## config.mk

```make
export PLATFORM = sky130hd
export DESIGN_NAME = kmeans_sequencer
export DESIGN_NICKNAME = d
export VERILOG_FILES = /design/src/rtl/kmeans_sequencer_pkg.sv /design/src/rtl/kmeans_sequencer_sanitizer.sv /design/src/rtl/kmeans_sequencer.sv
export SDC_FILE = /design/constraint.sdc
export NUM_CORES = 1
export LEC_CHECK = 0
export ABC_AREA = 1
export BUFFER_PORTS_ARGS = -buffer_cell sky130_fd_sc_hd__buf_2
export CELL_PAD_IN_SITES_DETAIL_PLACEMENT = 1
export CELL_PAD_IN_SITES_GLOBAL_PLACEMENT = 2
export CORE_UTILIZATION = 27
export CTS_CLUSTER_DIAMETER = 50
export DETAILED_ROUTE_END_ITERATION = 10
export GPL_ROUTABILITY_DRIVEN = 0
export PLACE_DENSITY = 0.89
export SLEW_MARGIN = 20
export SYNTH_ARGS = -nofsm -noshare
export SYNTH_HDL_FRONTEND = slang
export SYNTH_SLANG_ARGS = --single-unit
```

## constraint.sdc

```tcl
create_clock -name clk_in -period 3.25 [get_ports clk_in]
set_input_delay 0.1625 -clock clk_in [delete_from_list [all_inputs] [get_ports clk_in]]
set_output_delay 0.1625 -clock clk_in [all_outputs]
set_load 0.01 [all_outputs]
```

## src/rtl/kmeans_sequencer_pkg.sv

```systemverilog
// Shared types and constants for the k-means sequencer: FSM states, frame
// geometry, cluster limits and the cold-start seed table.
package kmeans_sequencer_pkg;

   localparam int MAX_BALLS = 7;
   localparam int WIDTH     = 320;
   localparam int HEIGHT    = 180;

   typedef enum logic [1:0] {
      IDLE,
      RESEED,
      CAPTURE,
      CLUSTER
   } state_e;

   typedef logic [MAX_BALLS-1:0][8:0] cent_x_t;
   typedef logic [MAX_BALLS-1:0][7:0] cent_y_t;

   // Cold seeds are spread evenly along the frame's horizontal midline.
   localparam cent_x_t DEFAULT_SEED_X = {9'd280, 9'd240, 9'd200, 9'd160, 9'd120, 9'd80, 9'd40};
   localparam cent_y_t DEFAULT_SEED_Y = {7{8'd90}};

endpackage

```

## src/rtl/kmeans_sequencer_sanitizer.sv

```systemverilog
// Per-centroid range check: keeps the previous result for centroids that fall
// outside the frame and zeroes entries beyond the active cluster count.
module centroid_sanitizer #(
   parameter int WIDTH  = kmeans_sequencer_pkg::WIDTH,
   parameter int HEIGHT = kmeans_sequencer_pkg::HEIGHT
) (
   input  logic [kmeans_sequencer_pkg::MAX_BALLS*9-1:0] raw_x_i,
   input  logic [kmeans_sequencer_pkg::MAX_BALLS*8-1:0] raw_y_i,
   input  logic [kmeans_sequencer_pkg::MAX_BALLS*9-1:0] prev_x_i,
   input  logic [kmeans_sequencer_pkg::MAX_BALLS*8-1:0] prev_y_i,
   input  logic [2:0]                                   num_balls_i,
   output logic [kmeans_sequencer_pkg::MAX_BALLS*9-1:0] clean_x_o,
   output logic [kmeans_sequencer_pkg::MAX_BALLS*8-1:0] clean_y_o
);
   import kmeans_sequencer_pkg::*;

   cent_x_t raw_x, prev_x, clean_x;
   cent_y_t raw_y, prev_y, clean_y;

   // An empty cluster makes the engine divide by zero; hold x and y together
   // so a bad centroid never mixes a fresh coordinate with a stale one.
   always_comb begin
      raw_x   = raw_x_i;
      raw_y   = raw_y_i;
      prev_x  = prev_x_i;
      prev_y  = prev_y_i;
      clean_x = '0;
      clean_y = '0;
      for (int i = 0; i < MAX_BALLS; i++) begin
         if (i < int'(num_balls_i)) begin
            if (int'(raw_x[i]) >= WIDTH || int'(raw_y[i]) >= HEIGHT) begin
               clean_x[i] = prev_x[i];
               clean_y[i] = prev_y[i];
            end else begin
               clean_x[i] = raw_x[i];
               clean_y[i] = raw_y[i];
            end
         end
      end
      clean_x_o = clean_x;
      clean_y_o = clean_y;
   end

endmodule

```

## src/rtl/kmeans_sequencer.sv

```systemverilog
// Frame-level sequencer for an external k-means engine: seeds it, starts one
// clustering run per frame, publishes sanitized centroids and guards with a watchdog.
module kmeans_sequencer #(
   parameter int MAX_BALLS      = kmeans_sequencer_pkg::MAX_BALLS,
   parameter int WIDTH          = kmeans_sequencer_pkg::WIDTH,
   parameter int HEIGHT         = kmeans_sequencer_pkg::HEIGHT,
   parameter int TIMEOUT_CYCLES = 131072
) (
   input  logic                   clk_in,
   input  logic                   rst_in,
   input  logic                   enable_in,
   input  logic [2:0]             num_balls_in,
   input  logic                   frame_end_in,
   input  logic                   km_valid_in,
   input  logic [MAX_BALLS*9-1:0] km_x_in,
   input  logic [MAX_BALLS*8-1:0] km_y_in,
   output logic                   km_rst_out,
   output logic                   km_new_frame_out,
   output logic [MAX_BALLS*9-1:0] seed_x_out,
   output logic [MAX_BALLS*8-1:0] seed_y_out,
   output logic [2:0]             num_balls_out,
   output logic [MAX_BALLS*9-1:0] result_x_out,
   output logic [MAX_BALLS*8-1:0] result_y_out,
   output logic                   result_valid_out,
   output logic                   timeout_out,
   output logic [7:0]             dropped_out,
   output logic                   busy_out
);
   import kmeans_sequencer_pkg::*;

   localparam int WD_W = $clog2(TIMEOUT_CYCLES);

   state_e          state_q, state_d;
   logic [2:0]      num_balls_q, num_balls_d, num_req;
   cent_x_t         result_x_q, result_x_d, clean_x, seed_x_q, seed_x;
   cent_y_t         result_y_q, result_y_d, clean_y, seed_y_q, seed_y;
   logic            warm_q, warm_d;
   logic [WD_W-1:0] wd_q, wd_d;
   logic            reseed_cnt_q, reseed_cnt_d;
   logic            post_reseed_q;
   logic            new_frame_q, new_frame_d;
   logic            valid_q, valid_d;
   logic            timeout_q, timeout_d;
   logic [7:0]      dropped_q, dropped_d;

   assign num_req = (num_balls_in == 3'd0) ? 3'd1 : num_balls_in;

   centroid_sanitizer #(
      .WIDTH  (WIDTH),
      .HEIGHT (HEIGHT)
   ) u_sanitizer (
      .raw_x_i     (km_x_in),
      .raw_y_i     (km_y_in),
      .prev_x_i    (result_x_q),
      .prev_y_i    (result_y_q),
      .num_balls_i (num_balls_q),
      .clean_x_o   (clean_x),
      .clean_y_o   (clean_y)
   );

   always_comb begin
      state_d      = state_q;
      num_balls_d  = num_balls_q;
      result_x_d   = result_x_q;
      result_y_d   = result_y_q;
      warm_d       = warm_q;
      wd_d         = wd_q;
      reseed_cnt_d = 1'b0;
      new_frame_d  = 1'b0;
      valid_d      = 1'b0;
      timeout_d    = 1'b0;
      dropped_d    = dropped_q;
      if ((state_q == RESEED || state_q == CLUSTER) && frame_end_in && dropped_q != 8'hFF) begin
         dropped_d = dropped_q + 8'd1;
      end
      case (state_q)
         IDLE: begin
            if (enable_in) begin
               state_d     = RESEED;
               num_balls_d = num_req;
            end
         end
         RESEED: begin
            if (reseed_cnt_q) begin
               state_d = CAPTURE;
            end else begin
               reseed_cnt_d = 1'b1;
            end
         end
         CAPTURE: begin
            if (frame_end_in) begin
               if (!enable_in) begin
                  state_d = IDLE;
               end else if (num_req != num_balls_q) begin
                  state_d     = RESEED;
                  warm_d      = 1'b0;
                  num_balls_d = num_req;
               end else begin
                  state_d     = CLUSTER;
                  new_frame_d = 1'b1;
                  wd_d        = '0;
               end
            end
         end
         CLUSTER: begin
            // A result arriving on the last watchdog cycle still counts.
            wd_d = wd_q + WD_W'(1);
            if (km_valid_in) begin
               state_d    = CAPTURE;
               result_x_d = clean_x;
               result_y_d = clean_y;
               valid_d    = 1'b1;
               warm_d     = 1'b1;
            end else if (wd_q == WD_W'(TIMEOUT_CYCLES - 1)) begin
               state_d   = RESEED;
               timeout_d = 1'b1;
               warm_d    = 1'b0;
            end
         end
         default: state_d = IDLE;
      endcase
   end

   // Seeds look ahead at the next warm flag so they settle the cycle before
   // RESEED, then freeze through RESEED and the first CAPTURE cycle.
   always_comb begin
      seed_x = warm_d ? result_x_q : DEFAULT_SEED_X;
      seed_y = warm_d ? result_y_q : DEFAULT_SEED_Y;
      if (state_q == RESEED || post_reseed_q) begin
         seed_x = seed_x_q;
         seed_y = seed_y_q;
      end
   end

   always_ff @(posedge clk_in) begin
      if (rst_in) begin
         state_q       <= IDLE;
         num_balls_q   <= 3'd1;
         result_x_q    <= '0;
         result_y_q    <= '0;
         seed_x_q      <= DEFAULT_SEED_X;
         seed_y_q      <= DEFAULT_SEED_Y;
         warm_q        <= 1'b0;
         wd_q          <= '0;
         reseed_cnt_q  <= 1'b0;
         post_reseed_q <= 1'b0;
         new_frame_q   <= 1'b0;
         valid_q       <= 1'b0;
         timeout_q     <= 1'b0;
         dropped_q     <= 8'd0;
      end else begin
         state_q       <= state_d;
         num_balls_q   <= num_balls_d;
         result_x_q    <= result_x_d;
         result_y_q    <= result_y_d;
         seed_x_q      <= seed_x;
         seed_y_q      <= seed_y;
         warm_q        <= warm_d;
         wd_q          <= wd_d;
         reseed_cnt_q  <= reseed_cnt_d;
         post_reseed_q <= (state_q == RESEED) && (state_d == CAPTURE);
         new_frame_q   <= new_frame_d;
         valid_q       <= valid_d;
         timeout_q     <= timeout_d;
         dropped_q     <= dropped_d;
      end
   end

   assign km_rst_out       = (state_q == RESEED);
   assign km_new_frame_out = new_frame_q;
   assign seed_x_out       = seed_x;
   assign seed_y_out       = seed_y;
   assign num_balls_out    = num_balls_q;
   assign result_x_out     = result_x_q;
   assign result_y_out     = result_y_q;
   assign result_valid_out = valid_q;
   assign timeout_out      = timeout_q;
   assign dropped_out      = dropped_q;
   assign busy_out         = (state_q == RESEED) || (state_q == CLUSTER);

endmodule
```

==> results of run 1 <==
==> worst paths after layout <==
kind | start | endpoint | slack, ns | cells past startpoint
worst max-delay path | wd_q[1] | seed_y_out[19] | 0.05 | 16
worst min register to register | reseed_cnt_q | reseed_cnt_q | 0.45 | 1
worst min-delay path | km_valid_in | state_q[1] | 0.05 | 3
worst max register to register | wd_q[1] | seed_x_q[34] | 0.76 | 16
==> cells in the mapped netlist (2+ instances only) <==
master | number | area share (%)
sky130_fd_sc_hd__nand2_1 | 298 | 9.8
sky130_fd_sc_hd__or2_2 | 40 | 2.2
sky130_fd_sc_hd__o22ai_2 | 9 | 0.99
sky130_fd_sc_hd__o21ai_0 | 82 | 3.6
sky130_fd_sc_hd__nor2_1 | 104 | 3.4
sky130_fd_sc_hd__o21a_1 | 3 | 0.20
sky130_fd_sc_hd__buf_2 | 31 | 1.4
sky130_fd_sc_hd__a31oi_1 | 2 | 0.11
sky130_fd_sc_hd__or2_1 | 9 | 0.49
sky130_fd_sc_hd__a21oi_2 | 4 | 0.31
sky130_fd_sc_hd__nand4_1 | 78 | 4.3
sky130_fd_sc_hd__nand2_2 | 11 | 0.60
sky130_fd_sc_hd__o22ai_1 | 39 | 2.1
sky130_fd_sc_hd__nand3b_1 | 2 | 0.13
sky130_fd_sc_hd__inv_2 | 8 | 0.26
sky130_fd_sc_hd__dfxtp_1 | 274 | 48
sky130_fd_sc_hd__nor2_2 | 2 | 0.11
sky130_fd_sc_hd__nand3_1 | 45 | 2.0
sky130_fd_sc_hd__a21oi_1 | 249 | 11
sky130_fd_sc_hd__inv_1 | 87 | 2.9
sky130_fd_sc_hd__o21bai_1 | 6 | 0.39
sky130_fd_sc_hd__o21ai_1 | 6 | 0.26
sky130_fd_sc_hd__clkbuf_1 | 59 | 1.9
sky130_fd_sc_hd__nor3_1 | 34 | 1.5
sky130_fd_sc_hd__ha_1 | 3 | 0.33
sky130_fd_sc_hd__nor2_4 | 3 | 0.30
sky130_fd_sc_hd__buf_4 | 12 | 0.79
==> power breakdown <==
part / switching (mW) / internal [mW]
clock network: 1.76 / 2.74
logic: 0.428 / 0.284
registers: 0.0182 / 3.38
==> repair_timing <==
item | CTS | global route
endpoints found under the hold margin | 125 | 0
pin swaps | 0 | 7
hold buffers | 125 | 0
setup endpoints to repair | 119 | 119
resized for setup | 15 | 36
gates cloned | 2 | 2
setup buffers | 0 | 6
==> tightest hold or removal path, cell delays in order <==
cell and delay (ns):
sky130_fd_sc_hd__buf_2 0.13, sky130_fd_sc_hd__o21ai_0 0.12, sky130_fd_sc_hd__a31oi_1 0.16
==> sequential cells by signal, summed over array words and instances (netlist names) <==
name              count
reseed_cnt_q          1
km_new_frame_out      1
dropped_out           8
result_valid_out      1
warm_q                1
timeout_out           1
state_q               2
seed_x_q             63
seed_y_q             56
result_y_out         56
result_x_out         63
post_reseed_q         1
num_balls_out         3
wd_q                 17
==> metrics by stage <==
| step | area (um2) | utilization (%) | TNS, ns | cells | hold WS, ns |
|---|---|---|---|---|---|
| global placement | 13710 | 33.20 | 0 | 2336 | 0.3927 |
| floorplan | 11420 | - | 0 | 1510 | 0.2397 |
| CTS | 16470 | 39.87 | -0.004842 | 2540 | 0.006264 |
| global route | 16730 | 40.51 | -2.969 | 2548 | 0.03140 |
| finish | 16730 | 40.51 | 0 | 2548 | 0.05261 |
| detailed placement | 13710 | 33.20 | 0 | 2336 | 0.4084 |
==> per-layer routing <==
| metal | part of all wire [%] | GRT usage (%) |
|---|---|---|
| met1 | 42 | 26.10 |
| met2 | 48 | 37.58 |
| met3 | 5.5 | 4.962 |
| met4 | 3.8 | 9.553 |
| met5 | 0 | 0 |
==> layout make-up <==
class	instances	area (um2)	share of cell area [%]
sequential	274	5490	32.82
multi-input combinational	1036	5223	31.22
timing repair buffer	533	3587	21.44
clock buffer	55	1170	6.993
tap	532	665.6	3.979
inverter	96	367.9	2.199
clock inverter	22	225.2	1.346
==> cells by family (layout without fill, tap and decap cells) <==
logic type | count (synthesis) | after routing | share of synthesized area, %
compound gates | 403 | 403 | 19.19
fa+ha+maj | 3 | 3 | 0.3288
buf+inv | 200 | 706 | 7.397
flops | 274 | 274 | 48.04
simple gates | 630 | 630 | 25.04
==> layout by cell type (no fill, tap or decap), types with 3 or more instances in the layout <==
cell type / Yosys / layout
sky130_fd_sc_hd__buf_2: 31 / 368
sky130_fd_sc_hd__nand2_1: 298 / 295
sky130_fd_sc_hd__dfxtp_1: 274 / 272
sky130_fd_sc_hd__a21oi_1: 249 / 249
sky130_fd_sc_hd__dlygate4sd3_1: 0 / 125
sky130_fd_sc_hd__nor2_1: 104 / 102
sky130_fd_sc_hd__inv_1: 87 / 84
sky130_fd_sc_hd__o21ai_0: 82 / 82
sky130_fd_sc_hd__nand4_1: 78 / 78
sky130_fd_sc_hd__nand3_1: 45 / 44
sky130_fd_sc_hd__clkbuf_16: 0 / 44
sky130_fd_sc_hd__or2_2: 40 / 40
sky130_fd_sc_hd__o22ai_1: 39 / 34
sky130_fd_sc_hd__nor3_1: 34 / 33
sky130_fd_sc_hd__buf_4: 12 / 19
sky130_fd_sc_hd__o22ai_2: 9 / 13
sky130_fd_sc_hd__nand2_2: 11 / 11
sky130_fd_sc_hd__buf_6: 1 / 11
sky130_fd_sc_hd__inv_2: 8 / 9
sky130_fd_sc_hd__or2_1: 9 / 9
sky130_fd_sc_hd__inv_6: 0 / 8
sky130_fd_sc_hd__clkbuf_8: 0 / 7
sky130_fd_sc_hd__nor2_4: 3 / 6
sky130_fd_sc_hd__o21bai_1: 6 / 6
sky130_fd_sc_hd__clkbuf_1: 59 / 6
sky130_fd_sc_hd__o21ai_1: 6 / 5
sky130_fd_sc_hd__a21oi_2: 4 / 4
sky130_fd_sc_hd__clkinvlp_4: 0 / 4
sky130_fd_sc_hd__clkinv_2: 0 / 4
sky130_fd_sc_hd__buf_12: 0 / 4
sky130_fd_sc_hd__inv_4: 1 / 3
sky130_fd_sc_hd__o21a_1: 3 / 3
sky130_fd_sc_hd__buf_16: 0 / 3
==> out/results.ini, run 1 <==
[outcome]
result_of_the_run = finished clean

[floorplan]
die_area_um2 = 43110
fp.dieH_um = 207.6
initial_utilization_pct = 27.65
boundaryPins = 381
floorplan.rows = 74
die-width_um = 207.6
core_area_um2 = 41290

[grt]
grt_pass1_vias = 13287
pin_count_of_the_biggest_net_entering_global_routing = 120
antenna_violations_before_repair = 0
grt_usage_pct = 21.89
globalRoute.totalOverflow = 0
grt_first_pass_wirelength_um = 75100

[pwr]
report.power.total_mw = 8.599
power_per_cell_area_nw_per_um2 = 514.0
p_leak_nw = 7.621
vdd.ir_drop.worst_v = 0.0003566

[route]
drt_pre_antenna_iters = 5
postRouteWirelength_um = 48800
wl_per_cell_um = 19.15
drcViolationCount = 0
vias = 12791
1st_iter_drt_viols = 593
detail-route-antenna-nets = 0
detail_route.vias_per_cell = 5.020

[setup_path]
cp_top_delay_family = simple AND/OR/NAND/NOR gates
critPathRequiredTime_ns = 3.09
cpMostUsedCell = sky130_fd_sc_hd__nor2_4
startpoint_type = register
stage_delay_of_the_slowest_cell_on_the_critical_path_ns = 0.36
cp_slowest_cell = sky130_fd_sc_hd__dfxtp_2
endpoint_kind = primary output
cp_cell_sequence = ha_4 -> nand3_4 -> nor2_4 -> nand2_4 -> nor2_4 -> nand4_1 -> nor3_2 -> ha_2 -> nand2_2 -> o21ai_2 -> inv_2 -> nand2_8 -> buf_16 -> o22ai_2 -> inv_1 -> buf_2
cp_num_buf_inv = 4
cp.arrival_ns = 3.03
worst_path_class_setup = reg -> out
cp_max_fo = 8

[layout]
antenna-diode-count = 0
layout.filler_cells = 5077
area_growth_syn_to_layout_pct = 46.52
final_layout_size_suffix_gt1_share_pct = 28.77
final_net_count = 2113

[yosys]
post_synth.cell_area_avg_um2 = 7.561
post_synth_inst_count = 1510
yosys_warnings = 0
synthDistinctLibCells = 37
synthesis.nets = 1640
fraction_of_the_yosys_area_taken_by_sequential_cells_pct = 48.04
syn-cell-area_um2 = 11420
synth-edff-count = 0
synthFlopType = sky130_fd_sc_hd__dfxtp_1
ffs_w_async_s_r_synth_pct = 0
postSynthRegisterBits = 274

[timing]
skew_final_ns = 0.02213
timing.fmax_ghz = 0.3129
timing.slew.headroom_pct = 48.27
timing_hold_violations_final = 0
grt_setup_unrepaired = true
finalCritPeriodShare_pct = 98.34
fin_crit_ns = 3.196
finalMaxSlewViolations = 0
final_critical_path_setup_slack_ns = 0.05399
max_slew.worst_pin.slew_ns = 0.7709
setup_viol = 0

[cts]
clkSinkCount = 274
clock_latency_ns = 0.56
cts_made_buffers = 42
cts_tree = done
h-tree-depth = 2
cts.reportedPaths.clkPinSlew_ns = 0.05
clockBufferDepth = 3
clock_tree.root_cell = sky130_fd_sc_hd__clkbuf_16

[placement]
pre_cts_slack_ns = 0.3173
io_buffers = 380
detailed_place_hpwl_um = 30950

[flow_run]
drv_cap = 0

[hold_path]
holdCritPathClass = in -> reg

(Power assumes the default switching activity.)
==> run 2: changes to the inputs <==
--- a/config.mk
+++ b/config.mk
@@ -9,6 +9,7 @@
 export BUFFER_PORTS_ARGS = -buffer_cell sky130_fd_sc_hd__buf_2
 export CELL_PAD_IN_SITES_DETAIL_PLACEMENT = 1
 export CELL_PAD_IN_SITES_GLOBAL_PLACEMENT = 2
+export CORE_ASPECT_RATIO = 1.4
 export CORE_UTILIZATION = 27
 export CTS_CLUSTER_DIAMETER = 50
 export DETAILED_ROUTE_END_ITERATION = 10
==> out/results.ini, run 2 (same netlist as run 1, synthesis figures left out) <==
[cts]
clock_tree.root_cell = sky130_fd_sc_hd__clkbuf_16
clkSinkCount = 274  ; unchanged
clockBufferDepth = 3  ; unchanged
h-tree-depth = 2  ; unchanged
cts_tree = done
cts.reportedPaths.clkPinSlew_ns = 0.06  ; about the same
clock_latency_ns = 0.52  ; -0.04 ns
cts_made_buffers = 35  ; -17%

[timing]
finalCritPeriodShare_pct = 95.46  ; -2.9 points
holdWs_ns = 0.02060  ; -0.03200 ns
grt_setup_unrepaired = true
max_slew.worst_pin.slew_ns = 0.9955  ; +0.2246 ns
timing_hold_violations_final = 0  ; unchanged
skew_final_ns = 0.01842  ; -0.003709 ns
finalMaxSlewViolations = 0  ; unchanged
timing.fmax_ghz = 0.3223  ; +3.0%
setup_viol = 0  ; unchanged
fin_crit_ns = 3.103  ; -0.09342 ns
timing.slew.headroom_pct = 33.63  ; -15 points

[setup_path]
regToRegSetupSlack_ns = 0.70  ; -0.06 ns
stage_delay_of_the_slowest_cell_on_the_critical_path_ns = 0.36  ; about the same
endpoint_kind = primary output
timing.rr.end = seed_x_q[8]
cp_max_fo = 57  ; +49
cp_slowest_cell = sky130_fd_sc_hd__dfxtp_4
cp_top_delay_family = simple AND/OR/NAND/NOR gates
setup.worst_path.end = seed_x_out[8]
cp_num_buf_inv = 3  ; -1
ff2ff_path_depth = 15  ; -1
critical_path_cell_count = 15  ; -1
critPathRequiredTime_ns = 3.09  ; about the same
timing.rr.start = wd_q[0]
worst_path_class_setup = reg -> out
startpoint_type = register
cp.arrival_ns = 2.94  ; -0.09 ns
cp_cell_sequence = ha_4 -> nand3_4 -> nor2_4 -> nand2_4 -> nor2_4 -> nand4_1 -> nor3_2 -> ha_2 -> nand2_2 -> o21ai_2 -> inv_2 -> buf_12 -> nand4_1 -> nand2_1 -> buf_2
setup.worst_path.start = wd_q[0]

[grt]
globalRoute.totalOverflow = 0  ; unchanged
grt_usage_pct = 22.12  ; +0.23 points
antenna_violations_before_repair = 2  ; +2
pin_count_of_the_biggest_net_entering_global_routing = 120  ; unchanged
grt_pass1_vias = 13479  ; +1.4%
grt_first_pass_wirelength_um = 75240  ; +0.18%

[pwr]
clkPwrFrac_pct = 48.1  ; -4.1 points
p_int_mw = 5.916  ; -7.5%
pwr-share-comb_pct = 9.1  ; +0.8 points
report.power.total_mw = 7.919  ; -7.9%
switching_share_pct = 25.29  ; -0.31 points
p_sw_mw = 2.003  ; -9.0%
p_leak_nw = 7.450  ; -2.2%
power_per_cell_area_nw_per_um2 = 480.8  ; -6.5%
power.sequential.fraction_pct = 42.8  ; +3.3 points
vdd.ir_drop.worst_v = 0.0003316  ; -7.0%

[floorplan]
fp.dieH_um = 245.3  ; +18%
core_area_um2 = 41400  ; +0.25%
die_area_um2 = 43120  ; about the same
boundaryPins = 381  ; unchanged
floorplan.rows = 88  ; +19%
initial_utilization_pct = 27.58  ; -0.070 points
die-width_um = 175.8  ; -15%

[route]
vias = 12851  ; +0.47%
detail_route.vias_per_cell = 5.061  ; +0.83%
drcViolationCount = 0  ; unchanged
detail-route-antenna-nets = 0  ; unchanged
wl_per_cell_um = 19.54  ; +2.0%
postRouteWirelength_um = 49610  ; +1.7%
1st_iter_drt_viols = 579  ; -2.4%
drt_pre_antenna_iters = 4  ; -1

[layout]
layout.cells.most_common = sky130_fd_sc_hd__buf_2
final_layout_size_suffix_gt1_share_pct = 28.54  ; -0.23 points
final_cell_mix = sky130_fd_sc_hd__buf_2, sky130_fd_sc_hd__nand2_1, sky130_fd_sc_hd__dfxtp_1, sky130_fd_sc_hd__a21oi_1, sky130_fd_sc_hd__dlygate4sd3_1
area_growth_syn_to_layout_pct = 44.26
final_net_count = 2104  ; -0.43%
postLayoutCoreUtil_pct = 39.78  ; -0.73 points

[flow_run]
drv_cap = 0  ; unchanged

[hold_path]
holdCritPathClass = in -> reg

[outcome]
result_of_the_run = finished clean

[placement]
io_buffers = 380  ; unchanged
detailed_place_hpwl_um = 31690  ; +2.4%

[run 2: cell types whose count changed in the layout (fill, tap and decap cells not counted), moves of 4 or more]
cell,change
sky130_fd_sc_hd__buf_2,+6
sky130_fd_sc_hd__buf_6,-6
sky130_fd_sc_hd__clkbuf_16,-5
sky130_fd_sc_hd__dlygate4sd3_1,-5
sky130_fd_sc_hd__inv_6,-7
sky130_fd_sc_hd__o22ai_2,-4
sky130_fd_sc_hd__o22ai_4,+7
[run 2: cell type report]
| class | count | area, um2 |
|---|---|---|
| antenna | 2 | 5.005 |
| clock buffer | 49 | 1011 |
| clock inverter | 11 | 105.1 |
| fill | 5114 | 24930 |
| inverter | 96 | 367.9 |
| multi-input combinational | 1036 | 5294 |
| sequential | 274 | 5493 |
| tap | 540 | 675.6 |
| timing repair buffer | 531 | 3520 |
[run 2: what timing repair did]
action	CTS	global route
resized for setup	9	48
cloned	1	2
hold buffers	120	0
pin swaps	0	10
setup endpoints to repair	97	119
hold endpoints to repair	120	0
buffers inserted	1	8
[run 2: routing by layer]
metal / global-route usage, % / wire [um] / part of all wire (%)
met5: 0 / 0 / 0
met3: 3.386 / 2245 / 4.5
met1: 24.84 / 19320 / 39
met2: 39.05 / 24940 / 50
met4: 13.50 / 3104 / 6.3
[run 2: through the flow]
step / setup WS, ns / instance area (um2) / instances / TNS (ns)
final: 0.1474 / 16470 / 2539 / 0
after global placement: 0.3682 / 13730 / 2345 / 0
after CTS: 0.01885 / 16120 / 2527 / 0
after global routing: -0.06793 / 16470 / 2539 / -1.143
after detailed placement: 0.2922 / 13730 / 2345 / 0
after floorplan: 0.8786 / 11420 / 1510 / 0
[run 2: worst min-delay path by stage]
| stage | endpoint | depth (start not counted) | startpoint |
|---|---|---|---|
| finish | state_q[0] | 3 | enable_in |
| global route | state_q[0] | 3 | enable_in |
| CTS | state_q[0] | 3 | enable_in |
| detailed placement | result_x_out[39] | 3 | km_x_in[39] |
| global placement | result_x_out[37] | 3 | km_x_in[37] |
| floorplan | timeout_out | 1 | km_valid_in |
[run 2: power groups by stage]
| stage | sequential (mW) | combinational (mW) | clock, mW |
|---|---|---|---|
| 4_1_cts | 3.39 | 0.699 | 3.90 |
| 3_5_place_dp | 3.47 | 0.579 | 0 |
| 5_1_grt | 3.39 | 0.775 | 4.03 |
| 2_1_floorplan | 3.47 | 0.315 | 0 |
| 3_3_place_gp | 3.47 | 0.575 | 0 |
| 6_report | 3.39 | 0.721 | 3.81 |
[run 2: worst register-to-register path, stage by stage (launching register included)]
cell,delay (ns)
sky130_fd_sc_hd__dfxtp_4,0.36
sky130_fd_sc_hd__ha_4,0.15
sky130_fd_sc_hd__nand3_4,0.09
sky130_fd_sc_hd__nor2_4,0.16
sky130_fd_sc_hd__nand2_4,0.07
sky130_fd_sc_hd__nor2_4,0.11
sky130_fd_sc_hd__nand4_1,0.12
sky130_fd_sc_hd__nor3_2,0.21
sky130_fd_sc_hd__ha_2,0.20
sky130_fd_sc_hd__nand2_2,0.06
sky130_fd_sc_hd__o21ai_2,0.07
sky130_fd_sc_hd__inv_2,0.09
sky130_fd_sc_hd__buf_12,0.19
sky130_fd_sc_hd__nand4_1,0.31
sky130_fd_sc_hd__buf_4,0.13
sky130_fd_sc_hd__a21oi_1,0.05
==> run 3: changes to the inputs <==
==> constraint.sdc (replaced) <==
create_clock -name clk_in -period 3.35 [get_ports clk_in]
set_input_delay 0.1675 -clock clk_in [delete_from_list [all_inputs] [get_ports clk_in]]
set_output_delay 0.1675 -clock clk_in [all_outputs]
set_load 0.01 [all_outputs]
==> out/results.ini, run 3 (same netlist as run 1, synthesis figures left out) <==
[floorplan]
floorplan.rows = 88  ; unchanged
die-width_um = 175.8  ; unchanged
fp.dieH_um = 245.3  ; unchanged
core_area_um2 = 41400  ; unchanged
initial_utilization_pct = 27.58  ; unchanged
die_area_um2 = 43120  ; unchanged
boundaryPins = 381  ; unchanged

[grt]
grt_usage_pct = 22.14  ; about the same
pin_count_of_the_biggest_net_entering_global_routing = 120  ; unchanged
grt_pass1_vias = 13299  ; -1.3%
global_route.peak_usage_layer = met2
global_route.usage.met3_pct = 3.340  ; -0.046 points
grt_first_pass_wirelength_um = 75130  ; -0.15%
globalRouteMet2Util_pct = 39.75  ; +0.70 points
antenna_violations_before_repair = 5  ; +3
gr-usage-met1_pct = 24.68  ; -0.16 points
globalRoute.totalOverflow = 0  ; unchanged

[layout]
final_cell_mix = sky130_fd_sc_hd__buf_2, sky130_fd_sc_hd__nand2_1, sky130_fd_sc_hd__dfxtp_1, sky130_fd_sc_hd__a21oi_1, sky130_fd_sc_hd__dlygate4sd3_1
final_net_count = 2103  ; -0.048%
area_growth_syn_to_layout_pct = 43.50
layout.filler_cells = 5155  ; +0.80%
final_layout_size_suffix_gt1_share_pct = 28.13  ; -0.41 points
layout.cells.most_common = sky130_fd_sc_hd__buf_2

[timing]
max_slew.worst_pin.slew_ns = 1.014  ; +0.01825 ns
timing.fmax_ghz = 0.3153
timing_hold_violations_final = 0  ; unchanged
fin_crit_ns = 3.172
setup_viol = 0  ; unchanged
holdWs_ns = 0.02983  ; +0.009225 ns
finalCritPeriodShare_pct = 94.68
finalMaxSlewViolations = 0  ; unchanged
timing.slew.headroom_pct = 32.42  ; -1.2 points
final_critical_path_setup_slack_ns = 0.1781  ; +0.03074 ns
skew_final_ns = 0.01542  ; -0.002999 ns

[setup_path]
startpoint_type = register
regToRegSetupSlack_ns = 0.82  ; +0.12 ns
ff2ff_path_depth = 15  ; unchanged
cp_max_fo = 7  ; -88%
cp.arrival_ns = 3.00  ; +0.06 ns
timing.rr.end = seed_x_q[11]
critPathRequiredTime_ns = 3.18  ; +0.09 ns
worst_path_class_setup = reg -> out
endpoint_kind = primary output
setup.worst_path.start = wd_q[1]
timing.rr.start = wd_q[1]
setup.worst_path.end = seed_x_out[23]

[route]
vias = 12812  ; -0.30%
drt_pre_antenna_iters = 4  ; unchanged
detail_route.vias_per_cell = 5.038  ; -0.46%
detail-route-antenna-nets = 0  ; unchanged
wl_per_cell_um = 19.49  ; -0.25%
1st_iter_drt_viols = 504  ; -13%
postRouteWirelength_um = 49560  ; about the same
drcViolationCount = 0  ; unchanged

[pwr]
p_leak_nw = 7.432  ; -0.24%
power_per_cell_area_nw_per_um2 = 475.7  ; -1.1%
report.power.total_mw = 7.793  ; -1.6%
vdd.ir_drop.worst_v = 0.0003154  ; -4.9%

[outcome]
result_of_the_run = finished clean

[cts]
clock_latency_ns = 0.52  ; about the same
clkSinkCount = 274  ; unchanged
cts_tree = done
h-tree-depth = 2  ; unchanged
cts.reportedPaths.clkPinSlew_ns = 0.06  ; about the same
clockBufferDepth = 3  ; unchanged
cts_made_buffers = 35  ; unchanged
clock_tree.root_cell = sky130_fd_sc_hd__clkbuf_16

[hold_path]
hold_path_depth = 5  ; +2
holdCritPathClass = in -> reg

[placement]
pre_cts_slack_ns = 0.3725  ; +0.08028 ns
io_buffers = 380  ; unchanged
detailed_place_hpwl_um = 31210  ; -1.5%

[flow_run]
drv_cap = 0  ; unchanged

[run 3: worst min-delay path by stage]
stage	from	endpoint
after floorplan	km_valid_in	timeout_out
after global placement	km_x_in[37]	result_x_out[37]
after detailed placement	km_x_in[39]	result_x_out[39]
after CTS	km_y_in[47]	result_y_out[47]
after global routing	km_y_in[47]	result_y_out[47]
final	km_y_in[47]	result_y_out[47]
[run 3: power by group]
group          total (mW)  internal (mW)  switching [mW]  leakage [nW]
clock                3.82           2.29            1.53         0.554
combinational       0.683          0.271           0.412          4.67
sequential           3.29           3.27          0.0156          2.21
[run 3: area by class of cell]
class / count / area [um2] / area share, %
timing repair buffer: 530 / 3480 / 21.24
multi-input combinational: 1036 / 5195 / 31.71
tap: 540 / 675.6 / 4.124
antenna: 5 / 12.51 / 0.07637
inverter: 96 / 367.9 / 2.245
clock buffer: 49 / 1021 / 6.232
sequential: 274 / 5493 / 33.53
clock inverter: 13 / 138.9 / 0.8477
[run 3: timing repair]
item	4_1_cts	5_1_grt
hold endpoints to repair	121	0
hold buffers	121	0
gates cloned	1	2
setup endpoints to repair	96	119
setup buffers	2	4
resized for setup	4	31
pin swaps	0	7
[run 3: metrics by stage]
stage	area [um2]	instances	util, %	TNS, ns
2_1_floorplan	11420	1510	-	0
3_3_place_gp	13730	2346	33.15	0
3_5_place_dp	13730	2346	33.15	0
4_1_cts	16160	2532	39.04	0
5_1_grt	16380	2543	39.57	-0.1730
6_report	16380	2543	39.57	0
[run 3: worst max-delay path: stages (launching register included)]
cell and delay, ns:
sky130_fd_sc_hd__dfxtp_4 0.36, sky130_fd_sc_hd__ha_4 0.15, sky130_fd_sc_hd__nand3_4 0.09, sky130_fd_sc_hd__nor2_4 0.13
sky130_fd_sc_hd__nand2_2 0.10, sky130_fd_sc_hd__nor2_4 0.14, sky130_fd_sc_hd__nand4_1 0.13, sky130_fd_sc_hd__nor3_2 0.21
sky130_fd_sc_hd__ha_2 0.20, sky130_fd_sc_hd__nand2_1 0.05, sky130_fd_sc_hd__o21ai_1 0.10, sky130_fd_sc_hd__inv_2 0.11
sky130_fd_sc_hd__nand2_8 0.17, sky130_fd_sc_hd__clkbuf_16 0.21, sky130_fd_sc_hd__o22ai_1 0.11, sky130_fd_sc_hd__inv_1 0.09
sky130_fd_sc_hd__buf_2 0.13
[run 3: metal layers]
layer | routed length [um] | vias to the layer above
met3 | 1906 | 137
met1 | 19570 | 6273
met5 | 0 | -
li1 | - | 6032
met2 | 25320 | 370
met4 | 2763 | 0
